--- config.mk ---
export PLATFORM = sky130hd
export DESIGN_NAME = nor_chain_pulse_gen_flat
export DESIGN_NICKNAME = d
export VERILOG_FILES = /design/src/rtl/nor_chain_pulse_gen_if.sv /design/src/rtl/nor_chain_pulse_gen.sv /design/src/flat_wrapper.sv
export SDC_FILE = /design/constraint.sdc
export NUM_CORES = 1
export LEC_CHECK = 0
export CAP_MARGIN = 20
export CORE_MARGIN = 2
export CORE_UTILIZATION = 40
export CTS_CLUSTER_DIAMETER = 30
export DETAILED_ROUTE_END_ITERATION = 6
export PLACE_DENSITY_LB_ADDON = 0.15
export REMOVE_ABC_BUFFERS = 1
export SLEW_MARGIN = 5
export SYNTH_ARGS = -nofsm -noshare
export SYNTH_HDL_FRONTEND = slang
export SYNTH_SLANG_ARGS = --single-unit
--- constraint.sdc ---
create_clock -name myclk -period 6.1 [get_ports myclk]
set_input_delay 1.22 -clock myclk [delete_from_list [all_inputs] [get_ports myclk]]
set_output_delay 1.22 -clock myclk [all_outputs]
set_load 0.01 [all_outputs]
--- src/rtl/nor_chain_pulse_gen_if.sv ---
// Control/status bundle for nor_chain_pulse_gen: start/abort handshake,
// train operands and the registered stimulus/status outputs.
interface nor_chain_pulse_gen_if #(
  parameter int CNT_W = 16,
  parameter int NUM_W = 8
);
  logic             mystart;
  logic             myabort;
  logic [CNT_W-1:0] mywidth;
  logic [CNT_W-1:0] mygap;
  logic [NUM_W-1:0] mynum;
  logic             myinit_level;
  logic [CNT_W-1:0] mystep;
  logic             myout;
  logic             mybusy;
  logic             mydone;

  modport master (
    output mystart, myabort, mywidth, mygap, mynum, myinit_level, mystep,
    input  myout, mybusy, mydone
  );

  modport slave (
    input  mystart, myabort, mywidth, mygap, mynum, myinit_level, mystep,
    output myout, mybusy, mydone
  );
endinterface

--- src/rtl/nor_chain_pulse_gen.sv ---
// Programmable pulse-train generator driving the NOR/inverter chain input.
// Define NOR_CHAIN_PULSE_SWEEP_EN to shrink the width by mystep after each pulse.
module nor_chain_pulse_gen #(
  parameter int CNT_W = 16,
  parameter int NUM_W = 8
) (
  input  logic                  myclk,
  input  logic                  myrst_n,
  nor_chain_pulse_gen_if.slave  bus
);

  localparam logic [1:0] ST_IDLE  = 2'd0;
  localparam logic [1:0] ST_PULSE = 2'd1;
  localparam logic [1:0] ST_GAP   = 2'd2;
  localparam logic [1:0] ST_FIN   = 2'd3;

  logic [1:0]       state;
  logic [CNT_W-1:0] cnt;
  logic [CNT_W-1:0] w_lat;
  logic [CNT_W-1:0] g_lat;
  logic [NUM_W-1:0] n_left;
  logic             rest_lvl;
  logic             out_q;
  logic             busy_q;
  logic             done_q;

  logic [CNT_W-1:0] w_start;
  logic [CNT_W-1:0] g_start;
  logic [CNT_W-1:0] w_next;

  always_comb begin
    w_start = (bus.mywidth == '0) ? CNT_W'(1) : bus.mywidth;
    g_start = (bus.mygap   == '0) ? CNT_W'(1) : bus.mygap;
  end

`ifdef NOR_CHAIN_PULSE_SWEEP_EN
  logic [CNT_W-1:0] step_lat;

  // Saturate at one cycle so a pulse never disappears from the train.
  always_comb begin
    w_next = (w_lat > step_lat) ? (w_lat - step_lat) : CNT_W'(1);
  end
`else
  logic unused_step;

  assign unused_step = ^bus.mystep;

  always_comb begin
    w_next = w_lat;
  end
`endif

  always_ff @(posedge myclk or negedge myrst_n) begin
    if (!myrst_n) begin
      state    <= ST_IDLE;
      cnt      <= '0;
      w_lat    <= '0;
      g_lat    <= '0;
      n_left   <= '0;
      rest_lvl <= 1'b0;
      out_q    <= 1'b0;
      busy_q   <= 1'b0;
      done_q   <= 1'b0;
`ifdef NOR_CHAIN_PULSE_SWEEP_EN
      step_lat <= '0;
`endif
    end else if (bus.myabort) begin
      state  <= ST_IDLE;
      cnt    <= '0;
      n_left <= '0;
      out_q  <= (state == ST_IDLE) ? bus.myinit_level : rest_lvl;
      busy_q <= 1'b0;
      done_q <= 1'b0;
    end else begin
      case (state)
        ST_IDLE: begin
          out_q  <= bus.myinit_level;
          busy_q <= 1'b0;
          done_q <= 1'b0;
          if (bus.mystart) begin
            w_lat    <= w_start;
            g_lat    <= g_start;
            rest_lvl <= bus.myinit_level;
`ifdef NOR_CHAIN_PULSE_SWEEP_EN
            step_lat <= bus.mystep;
`endif
            if (bus.mynum != '0) begin
              state  <= ST_PULSE;
              cnt    <= w_start;
              n_left <= bus.mynum;
              out_q  <= ~bus.myinit_level;
              busy_q <= 1'b1;
            end else begin
              state  <= ST_FIN;
              done_q <= 1'b1;
            end
          end
        end

        ST_PULSE: begin
          if (cnt == CNT_W'(1)) begin
            w_lat <= w_next;
            out_q <= rest_lvl;
            if (n_left == NUM_W'(1)) begin
              state  <= ST_FIN;
              cnt    <= '0;
              n_left <= '0;
              busy_q <= 1'b0;
              done_q <= 1'b1;
            end else begin
              state  <= ST_GAP;
              cnt    <= g_lat;
              n_left <= n_left - NUM_W'(1);
            end
          end else begin
            cnt <= cnt - CNT_W'(1);
          end
        end

        ST_GAP: begin
          if (cnt == CNT_W'(1)) begin
            state <= ST_PULSE;
            cnt   <= w_lat;
            out_q <= ~rest_lvl;
          end else begin
            cnt <= cnt - CNT_W'(1);
          end
        end

        default: begin
          state  <= ST_IDLE;
          out_q  <= rest_lvl;
          busy_q <= 1'b0;
          done_q <= 1'b0;
        end
      endcase
    end
  end

  assign bus.myout  = out_q;
  assign bus.mybusy = busy_q;
  assign bus.mydone = done_q;

endmodule

--- src/flat_wrapper.sv ---
// flat-port wrapper written by rule: the top's interface ports become plain ports
module nor_chain_pulse_gen_flat 
#(
  parameter int CNT_W = 16,
  parameter int NUM_W = 8
)
  (myclk, myrst_n, bus_mystart, bus_myabort, bus_mywidth, bus_mygap, bus_mynum, bus_myinit_level, bus_mystep, bus_myout, bus_mybusy, bus_mydone);
  nor_chain_pulse_gen_if #(.CNT_W(CNT_W), .NUM_W(NUM_W)) bus_i ();
  input  logic myclk;
  input  logic myrst_n;
  input wire logic [$bits(bus_i.mystart)-1:0] bus_mystart;
  input wire logic [$bits(bus_i.myabort)-1:0] bus_myabort;
  input wire logic [$bits(bus_i.mywidth)-1:0] bus_mywidth;
  input wire logic [$bits(bus_i.mygap)-1:0] bus_mygap;
  input wire logic [$bits(bus_i.mynum)-1:0] bus_mynum;
  input wire logic [$bits(bus_i.myinit_level)-1:0] bus_myinit_level;
  input wire logic [$bits(bus_i.mystep)-1:0] bus_mystep;
  output wire logic [$bits(bus_i.myout)-1:0] bus_myout;
  output wire logic [$bits(bus_i.mybusy)-1:0] bus_mybusy;
  output wire logic [$bits(bus_i.mydone)-1:0] bus_mydone;
  assign bus_i.mystart = bus_mystart;
  assign bus_i.myabort = bus_myabort;
  assign bus_i.mywidth = bus_mywidth;
  assign bus_i.mygap = bus_mygap;
  assign bus_i.mynum = bus_mynum;
  assign bus_i.myinit_level = bus_myinit_level;
  assign bus_i.mystep = bus_mystep;
  assign bus_myout = bus_i.myout;
  assign bus_mybusy = bus_i.mybusy;
  assign bus_mydone = bus_i.mydone;
  nor_chain_pulse_gen #(.CNT_W(CNT_W), .NUM_W(NUM_W)) u_core (.myclk(myclk), .myrst_n(myrst_n), .bus(bus_i));
endmodule
Word-level counts from Yosys, hierarchy flattened
Cells that the tools add are included.

word-level totals
  bits in registers = 62
  latch bits = 0
  memory bits (writable) = 0
  ROM bits = 0
  output and inout port bits = 3
  logic and storage cells = 77
  memories = 0

operators by class
  add/subtract/negate cells = 2
  $mul = 0
  div/mod/pow operators = 0
  order comparisons = 0
  equal/unequal tests = 10
  shifts and indexed selects = 0
  mux-type cells = 41
  bitwise operators = 3
  reduce and logical (&&, ||, !) cells = 12

operator list
  kind                                                    count
  2-to-1 mux 16 bit                                       8
  one-hot mux 16 bit (3 select lines)                     1
  2-to-1 mux 8 bit                                        5
  zero test 16 bit                                        2
  2-to-1 mux 1 bit                                        17
  == test 16 x 1 -> 1 bit (second input constant)         1
  one-hot mux 8 bit (2 select lines)                      1
  subtractor 16 x 1 -> 16 bit (second input constant)     1
  AND reduction 3 bit                                     4
  2-to-1 mux 2 bit                                        5
  inequality test 3 x 2 -> 1 bit (second input constant)  3
  one-hot mux 1 bit (3 select lines)                      3
  == test 8 x 1 -> 1 bit (second input constant)          1
  nonzero test 8 bit                                      1
  subtractor 8 x 1 -> 8 bit (second input constant)       1
  inequality test 3 bit (second input constant)           2
  one-hot mux 2 bit (3 select lines)                      1
  AND reduction 4 bit                                     1
  nonzero test 4 bit                                      1
  inverter 1 bit                                          3
  nonzero test 3 bit                                      1
  == test 2 x 1 -> 1 bit (second input constant)          1
  == test 2 bit (second input constant)                   1
  zero test 2 bit                                         1
  other kinds (2)                                         2

Depth between registers and ports, before layout
Gate-level depths: netlist of run 1.

  depth after elaboration = 6
  depth in mapped cells = 9
  depth with buffers taken out = 7

Worst setup path before layout of run 1
OpenSTA, ideal clock, no wires.

  kind = input-to-reg
  from = in bus_mynum[6]
  to = reg u_core.cnt[0]
  library setup time = 0.122 ns
  data arrival time = 2.481 ns
  required time = 5.978 ns
  setup slack = 3.498 ns
  stages on the path = 5
  path buffers = 0
  cell sequence = nor4_1 > a21oi_1 > nor2_1 > nor2_1 > a32o_1

between the ends
  cells in the longest elaborated chain, start to end = 3

ends and longest elaborated chain
  element                          RTL line                    RTL
  from (decl)                      flat_wrapper.sv:15          input wire logic [$bits(bus_i.mynum)-1:0] bus_mynum;
  nonzero test 8 bit               nor_chain_pulse_gen.sv:87   if (bus.mynum != '0) begin
  inequality test 3 bit (no line)  -
  AND reduction 3 bit (no line)    -
  to (signal assigned)             nor_chain_pulse_gen.sv:89   cnt <= w_start;
  to (signal assigned)             nor_chain_pulse_gen.sv:112  cnt <= g_lat;
  to (signal assigned)             nor_chain_pulse_gen.sv:116  cnt <= cnt - CNT_W'(1);
  to (decl)                        nor_chain_pulse_gen.sv:18   logic [CNT_W-1:0] cnt;

No other way between the ends.
A chain may end at the register's enable or synchronous reset.

Final worst setup path of run 1
  from = in bus_mynum[5]
  to = reg u_core.cnt[5]

Same word-level chain as after synthesis.

==> impl_results.md, run 1 <==
- Outcome: complete, no violations
- Slew margin rel.: 43.56%
- Async SR Flop Fraction: 100.0%
- Placement row count: 36
- Routability cong.: 0.8685
- Initial core utilization: 40.57%
- Fin Hold WS: 492.0 ps
- Syn Area/Cell: 9.905 um2
- Post-DP Area: 4438 um2
- DR pass1 iterations: 5
- Cells taking the most area after synthesis: dfrtp_1 40%, mux2_2 9.0%, nor2_1 3.5%
- CORE AREA: 9594 um2
- ANT nets after route: 0
- Syn Inst Count: 393
- Worst-path clk slew: 70 ps
- Yosys top cell area share: 39.86%
- Placed Cells: 555
- WL final: 10640 um
- Clock skew: 10.46 ps
- # DRC: 0
- CTS buffer count: 9
- Buf/Inv on CP: 1
- TritonCTS Sinks: 62
- Slowest stage cell, crit path: nor4_1
- Period utilization: 58.51%
- Die X: 102.6 um
- CP Data Arrival Time: 3800 ps
- Worst Hold Class: reg -> reg
- IO Count: 64
- Crit Path Max Fanout: 7
- Final Cell Area: 4659 um2
- Final number of hold-violating endpoints: 0
- Layout area overhead: 19.70%
- First DRT Iteration DRCs: 250
- CP max stage delay: 740 ps
- Diode count: 0
- Post-synth EDFFs: 0
- IO buf count: 47
- Fill count: 915
- FF+latch count, synth: 62
- Yosys top cell by area: dfrtp_1
- H-tree levels: 3
- Post-CTS Setup Bufs: 0
- Post-detail-place hpwl: 7482 um
- Setup crit end kind: flip-flop
- TritonCTS clock tree: built
- Power per cell area: 532.4 nW/um2
- Setup violators final: 0
- Critical path's most frequent cell: nor2_1
- Type of the worst setup path: in -> reg
- Post-CTS Resized: 0
- Unrepaired setup endpoints after global routing: false
- Hold depth: 2
- Via count: 3391
- Top post-synthesis cells by count: 62 x dfrtp_1, 36 x nor2_1, 31 x mux2_2
- Total of max-cap violations: 0
- Clk Latency, worst-skew pair: 340 ps
- Post-layout minimum cycle time: 3569 ps
- Final slew viol count: 0
- Die Area: 10540 um2
- Leak: 1.830 nW
- Initial antenna violation count: 0
- Core Util, Final: 48.57%
- Netlist cell types: 70
- CP top delay family: simple AND/OR/NAND/NOR gates
- Post-route setup TNS: 0 ps
- Non-filler cells, final: 570
- Warnings from Yosys: 0
- Layout cell share with drive strength beyond 1: 16.02%
- Mapped Area: 3892 um2
- Max IR drop VDD: 0.0002022 V
- Clk buf depth: 2
- First-pass GRT wire length: 17190 um
- Vias per inst: 5.949
- Vias in the first global route: 3241
- CP Cell Sequence: clkdlybuf4s50_1 > nor4_1 > a21oi_1 > nor2_1 > nor2_1 > a32o_1
- Register area share after synthesis: 39.86%
- Overflow after GRT: 0
- CTS root buf: clkbuf_8
- Reg2Reg Depth: 7
- Critical Path RT: 6340 ps
- Overall Global Routing Usage: 21.36%
- Final nets: 502
- Ys flop type: dfrtp_1
- Most common cell in the netlist: dfrtp_1
- Max frequency: 280.2 MHz
- Worst Max-Slew Pin Slew: 838.9 ps
- Pin count of the biggest net entering global routing: 63
- Die Y: 102.6 um
- WP depth: 6
- DR WL/cell: 18.67 um
- Hold_buf cts: 0
- Crit start category: input pin
-- tightest hold or removal path, delay by kind of cell (launching register included) --
family | cells | cell delay, ps
flops | 1 | 340
simple gates | 1 | 50
compound gates | 1 | 70
-- layout make-up --
class                      count  area (um2)  area share [%]
timing repair buffer          51       495.5           10.63
clock buffer                  11       151.4           3.249
sequential                    62        1551           33.30
clock inverter                 4       70.07           1.504
tap                          133       166.4           3.571
multi-input combinational    293        2165           46.46
inverter                      16       60.06           1.289
-- layout by cell type (no fill, tap or decap), types with 3 or more instances in the layout --
cell / instances
dfrtp_1: 62
clkdlybuf4s50_1: 46
nor2_1: 36
mux2_2: 31
a21oi_1: 21
nand2_1: 17
inv_1: 15
o21ai_1: 15
nor3_1: 14
o21ai_0: 11
clkbuf_8: 11
nand3_1: 10
nor4_1: 9
a211oi_1: 8
ha_1: 8
nor3b_1: 7
a31oi_1: 7
a32o_1: 6
xnor2_1: 5
nor2b_1: 5
a41oi_1: 4
o211ai_1: 4
o32ai_1: 4
a22oi_1: 4
buf_4: 4
nor4_4: 3
a21o_1: 3
o22ai_1: 3
a22o_1: 3
a311oi_1: 3
a221oi_1: 3
-- sequential cells by signal (all words and copies together) (netlist names) --
name	flops
u_core.bus.mydone	1
u_core.n_left	8
u_core.bus.myout	1
u_core.w_lat	16
u_core.rest_lvl	1
u_core.cnt	16
u_core.state	2
u_core.g_lat	16
u_core.bus.mybusy	1
-- report_power, final --
part	leakage [nW]	total, W	internal, W	switching [W]
Clock	0.115	0.000413	0.000249	0.000165
Combinational	0.940	0.00129	0.000557	0.000734
Sequential	0.774	0.000777	0.000593	0.000184
-- final timing paths --
kind                                      start               end  slack, ps
worst max-delay path               bus_mynum[5]     u_core.cnt[5]       2530
worst min-delay path            u_core.w_lat[0]   u_core.w_lat[0]        490
worst max register to register  u_core.state[1]    u_core.cnt[10]       3090
worst min register to register  u_core.w_lat[0]   u_core.w_lat[0]        490
max in group asynchronous               myrst_n    u_core.cnt[12]       4500
min in group asynchronous               myrst_n  u_core.n_left[2]       1030
-- metal layers --
layer / up-vias / routed length (um) / track usage (%)
li1: 1591 / - / -
met1: 1701 / 5119 / 30.73
met2: 91 / 4964 / 33.69
met3: 8 / 452 / 3.186
met4: 0 / 106 / 5.846
met5: - / 0 / 0
-- per-stage QoR --
stage | setup slack, ps | power (W)
5_1_grt | 2437 | 0.002662
4_1_cts | 2665 | 0.002477
3_5_place_dp | 2299 | 0.002057
3_3_place_gp | 2324 | 0.002041
2_1_floorplan | 3027 | 0.001692
6_report | 2531 | 0.002481
-- logic make-up (layout without fill, tap and decap cells) --
| logic type | count (synthesis) | after routing | share of synthesized area (%) |
|---|---|---|---|
| flops | 62 | 62 | 39.86 |
| mux | 34 | 34 | 9.868 |
| simple gates | 122 | 122 | 18.39 |
| compound gates | 122 | 122 | 23.21 |
| buf+inv | 38 | 82 | 4.532 |
| fa+ha+maj | 8 | 8 | 2.572 |
| xor+xnor | 7 | 7 | 1.575 |
Note: power is estimated with default switching activity, not from simulation.
==> inputs of run 2 (changes only) <==
- clock period: 6.1 -> 3.4 ns (I/O delays scaled with it)
==> run 2 against run 1 <==
Global-route usage grew 0.48 points. Register-to-register slack got worse by 2200 ps. First-iteration DRC count down 18%. Count of clock-buffer cells in the layout increased by 1. Critical path type is now reg -> reg. Utilization grew 0.87 points.
==> impl_results.md, run 2 (synthesis gave the netlist of run 1 again) <==
- Outcome: complete, no violations
- TritonCTS clock tree: built
- ANT nets after route: 0
- Via count: 3434
- Post-DP Area: 4528 um2
- Post-route setup TNS: 0 ps
- Die X: 102.6 um
- Crit Path Max Fanout: 11
- Reg2Reg Setup Slack: 850 ps
- Worst Max-Slew Pin Slew: 829.6 ps
- Setup WS pre-CTS: 605.8 ps
- Final number of hold-violating endpoints: 0
- Vias in the first global route: 3343
- Reg2Reg Capture Point: u_core.bus.mybusy
- First-pass GRT wire length: 17540 um
- Fill count: 934
- Storage cell area: 1551 um2
- Final Cell Area: 4743 um2
- Core Util, Final: 49.44%
- Diode count: 0
- Beginning of the critical path: u_core.n_left[1]
- Total of max-cap violations: 0
- CTS buffer count: 9
- PnR worst setup slack: 849.0 ps
- Final nets: 514
- First DRT Iteration DRCs: 204
- TritonCTS Sinks: 62
- Critical path endpoint: u_core.bus.mybusy
- Post-CTS Resized: 0
- WL final: 10880 um
- Max frequency: 392.0 MHz
- CTS root buf: clkbuf_8
- Slew margin rel.: 44.32%
- Final slew viol count: 0
- Pin count of the biggest net entering global routing: 40
- Area of the multi-input gates: 2165 um2
- Initial antenna violation count: 0
- Unrepaired setup endpoints after global routing: false
- Overall Global Routing Usage: 21.83%
- Clock skew: 6.743 ps
- Routability cong.: 0.8998
- Internal Power: 0.002539 W
- H-tree levels: 3
- Worst-path clk slew: 70 ps
- Part of the power in registers: 30.9%
- Setup violators final: 0
- Post-layout minimum cycle time: 2551 ps
- IO Count: 64
- Hold_buf cts: 0
- Type of the worst setup path: reg -> reg
- CORE AREA: 9594 um2
- Top flop regs: u_core.cnt x16, u_core.g_lat x16, u_core.w_lat x16
- CP Data Arrival Time: 2780 ps
- IO buf count: 47
- Sw Share: 43.67%
- Reg2reg start: u_core.n_left[1]
- Clock share of power: 16.1%
- Clk Latency, worst-skew pair: 340 ps
- Clk buf depth: 2
- # DRC: 0
- Layout area overhead: 21.86%
- Max IR drop VDD: 0.0002956 V
- Layout cell share with drive strength beyond 1: 18.00%
- Overflow after GRT: 0
- Reg2Reg Depth: 6
- Worst Hold Class: in -> async
- Power per cell area: 950.2 nW/um2
- Crit start category: flip-flop
- Setup crit end kind: flip-flop
- Switching power: 0.001968 W
- Die Y: 102.6 um
- Initial core utilization: 40.57%
- Fin Hold WS: 124.3 ps
- Post-CTS Setup Bufs: 0
- Leak: 1.884 nW
- Period utilization: 75.03%
- Commonest cells after routing, fill and taps aside: 62 x dfrtp_1, 46 x clkdlybuf4s50_1, 36 x nor2_1, 31 x mux2_2, 21 x a21oi_1
- Placement row count: 36
- Vias per inst: 5.890
- Comb pwr share: 53.0%
- Most common cell after layout, fill and taps aside: dfrtp_1
- DR pass1 iterations: 5
- DR WL/cell: 18.67 um
- Post-detail-place hpwl: 7874 um
- Critical Path RT: 3630 ps
- Die Area: 10540 um2
-- run 2: through the flow --
step	std cells	power, W
2_1_floorplan	371	0.003035
6_report	583	0.004507
5_1_grt	583	0.004843
3_3_place_gp	567	0.003723
4_1_cts	583	0.004491
3_5_place_dp	567	0.003754
-- run 2: worst min-delay path by stage --
| stage | to | slack, ps |
|---|---|---|
| after detailed placement | u_core.n_left[2] | 480 |
| after CTS | u_core.n_left[2] | 120 |
| after floorplan | u_core.bus.mybusy | 380 |
| after global placement | u_core.w_lat[0] | 470 |
| final | u_core.n_left[2] | 120 |
| after global routing | u_core.n_left[1] | 120 |
-- run 2: critical path: stages (launching register included) --
cell and delay [ps]:
dfrtp_1 400, inv_1 110, ha_1 180, or4b_1 460, o21ai_1 670, a21oi_1 260, mux2_4 350
-- run 2: layout make-up --
| type | count | area share, % |
|---|---|---|
| Inverter | 16 | 1.266 |
| Tap cell | 133 | 3.508 |
| Clock inverter | 4 | 1.477 |
| Timing Repair Buffer | 63 | 12.35 |
| Multi-Input combinational cell | 293 | 45.63 |
| Sequential cell | 62 | 32.71 |
| Clock buffer | 12 | 3.060 |
-- run 2: layer usage --
layer,GRT usage (%),up-vias,wire length (um)
met1,30.88,1701,5148
met4,6.974,0,250
met3,4.475,17,565
met2,33.63,97,4917
met5,0,-,0
li1,-,1619,-
-- run 2: power by group through the flow --
stage	sequential, W	clock (W)	combinational, W
2_1_floorplan	0.00131	0	0.00173
3_3_place_gp	0.00138	0	0.00234
3_5_place_dp	0.00139	0	0.00236
4_1_cts	0.00138	0.000735	0.00237
5_1_grt	0.00145	0.000771	0.00262
6_report	0.00139	0.000724	0.00239
==> inputs of run 3 (changes only) <==
- clock period: 3.4 -> 2.25 ns (I/O delays scaled with it)
==> run 3 against run 2 <==
Critical path depth is the same. Clock power grew 84%. Final area grew 7.8%. Clock skew grew 4.9 ps. Register-to-register slack lost 790 ps. Via count grew 3.6%. Utilization grew 3.8 points. Sequential power grew 50%. Critical path type unchanged. Largest cell class unchanged. Highest routed layer unchanged.
==> impl_results.md, run 3 (synthesis gave the netlist of run 1 again) <==
- Outcome: complete, no violations
- Leak: 2.089 nW
- Top flop regs: u_core.cnt x16, u_core.g_lat x16, u_core.w_lat x16
- Overall Global Routing Usage: 22.32%
- Diode count: 0
- CP Data Arrival Time: 2450 ps
- Pin count of the biggest net entering global routing: 63
- Power per cell area: 1488 nW/um2
- Reg2Reg Depth: 6
- Initial core utilization: 40.57%
- TritonCTS clock tree: built
- Worst Max-Slew Pin Slew: 560.8 ps
- Area of the multi-input gates: 2165 um2
- Initial antenna violation count: 0
- Worst Hold Class: in -> async
- Post-detail-place hpwl: 8284 um
- H-tree levels: 3
- Reg2Reg Setup Slack: 60 ps
- Vias per inst: 5.785
- CTS buffer count: 9
- TritonCTS Sinks: 62
- Final number of hold-violating endpoints: 0
- Non-filler cells, final: 615
- ANT nets after route: 0
- Crit start category: flip-flop
- First DRT Iteration DRCs: 233
- WL final: 11220 um
- Setup crit end kind: flip-flop
- Placement row count: 36
- Clock skew: 11.62 ps
- Final slew viol count: 0
- Critical Path RT: 2510 ps
- Storage cell area: 1551 um2
- Die Area: 10540 um2
- Max IR drop VDD: 0.0005519 V
- Layout area overhead: 31.34%
- CTS root buf: clkbuf_8
- Unrepaired setup endpoints after global routing: false
- # DRC: 0
- Die Y: 102.6 um
- Final nets: 546
- Clk Latency, worst-skew pair: 350 ps
- Max frequency: 456.0 MHz
- Post-layout minimum cycle time: 2193 ps
- Worst-path clk slew: 80 ps
- Die X: 102.6 um
- Reg2Reg Capture Point: u_core.cnt[10]
- CORE AREA: 9594 um2
- First-pass GRT wire length: 18060 um
- Post-route setup TNS: 0 ps
- Layout cell share with drive strength beyond 1: 23.86%
- Total of max-cap violations: 0
- Reg2reg start: u_core.n_left[0]
- Post-CTS Resized: 0
- IO buf count: 47
- DR WL/cell: 18.24 um
- Vias in the first global route: 3540
- Slew margin rel.: 62.47%
- Core Util, Final: 53.29%
- Type of the worst setup path: reg -> reg
- DR pass1 iterations: 5
- Overflow after GRT: 0
- Fill count: 862
- Most common cell after layout, fill and taps aside: dfrtp_1
- Commonest cells after routing, fill and taps aside: 62 x dfrtp_1, 46 x clkdlybuf4s50_1, 42 x buf_4, 36 x nor2_1, 31 x mux2_2
- Routability cong.: 0.9365
- Placed Cells: 596
- Period utilization: 97.46%
- Via count: 3558
- Setup violators final: 0
- Clk buf depth: 2
- IO Count: 64
- Crit Path Max Fanout: 6
run 3: cell types whose count changed in the layout (fill, tap and decap cells not counted), sizes merged:
cell | previous run | this run
buf | 17 | 49
clkbuf | 12 | 9
bufinv | 2 | 4
clkinv | 2 | 1
clkinvlp | 0 | 1
inv | 16 | 17
run 3: worst max-delay path by stage:
stage / startpoint / end / cells after the start
final: u_core.n_left[0] / u_core.cnt[10] / 6
after global routing: u_core.n_left[0] / u_core.cnt[10] / 6
after global placement: bus_mynum[2] / u_core.cnt[0] / 8
after floorplan: u_core.state[0] / u_core.cnt[15] / 6
after CTS: u_core.n_left[1] / u_core.cnt[10] / 7
after detailed placement: bus_mynum[2] / u_core.cnt[3] / 8
run 3: area by class of cell:
| type | instances | share of cell area (%) |
|---|---|---|
| Multi-Input combinational cell | 293 | 42.34 |
| Sequential cell | 62 | 30.35 |
| Timing Repair Buffer | 95 | 17.62 |
| Tap cell | 133 | 3.255 |
| Clock inverter | 7 | 2.839 |
| Clock buffer | 9 | 2.423 |
| Inverter | 16 | 1.175 |
run 3: power breakdown:
group          leakage [nW]  internal, W  switching (W)  total [W]
Combinational          1.18      0.00201        0.00218    0.00420
Clock                 0.130     0.000853       0.000479    0.00133
Sequential            0.774      0.00161       0.000471    0.00208
Total                  2.09      0.00448        0.00313    0.00761
run 3: repair_timing:
action                                  CTS  global route
buffers inserted                          0             3
endpoints found under the hold margin     0             0
hold buffers                              0             0
endpoints found under the setup margin    0             5
run 3: per-stage QoR:
stage | hold slack [ps] | setup WS [ps] | cell area, um2 | total power (W)
global placement | 467.3 | 11.45 | 4808 | 0.006096
global route | 127.2 | 15.69 | 5112 | 0.008115
finish | 85.29 | 57.13 | 5112 | 0.007606
detailed placement | 486.5 | -22.89 | 4808 | 0.006137
floorplan | 154.4 | -270.0 | 3776 | 0.004586
CTS | 108.4 | 32.06 | 5077 | 0.007505
run 3: worst max-delay path, stage by stage (launching register included):
cell,delay [ps]
dfrtp_1,420
ha_1,230
nor4b_2,190
a21oi_4,290
a222oi_1,180
or4b_1,540
a311oi_2,240
run 3: routing by layer:
layer | part of all wire, % | track usage (%) | vias to the layer above
li1 | - | - | 1683
met1 | 47 | 31.86 | 1750
met2 | 45 | 33.48 | 106
met3 | 5.0 | 3.864 | 19
met4 | 2.4 | 9.436 | 0
met5 | 0 | 0 | -
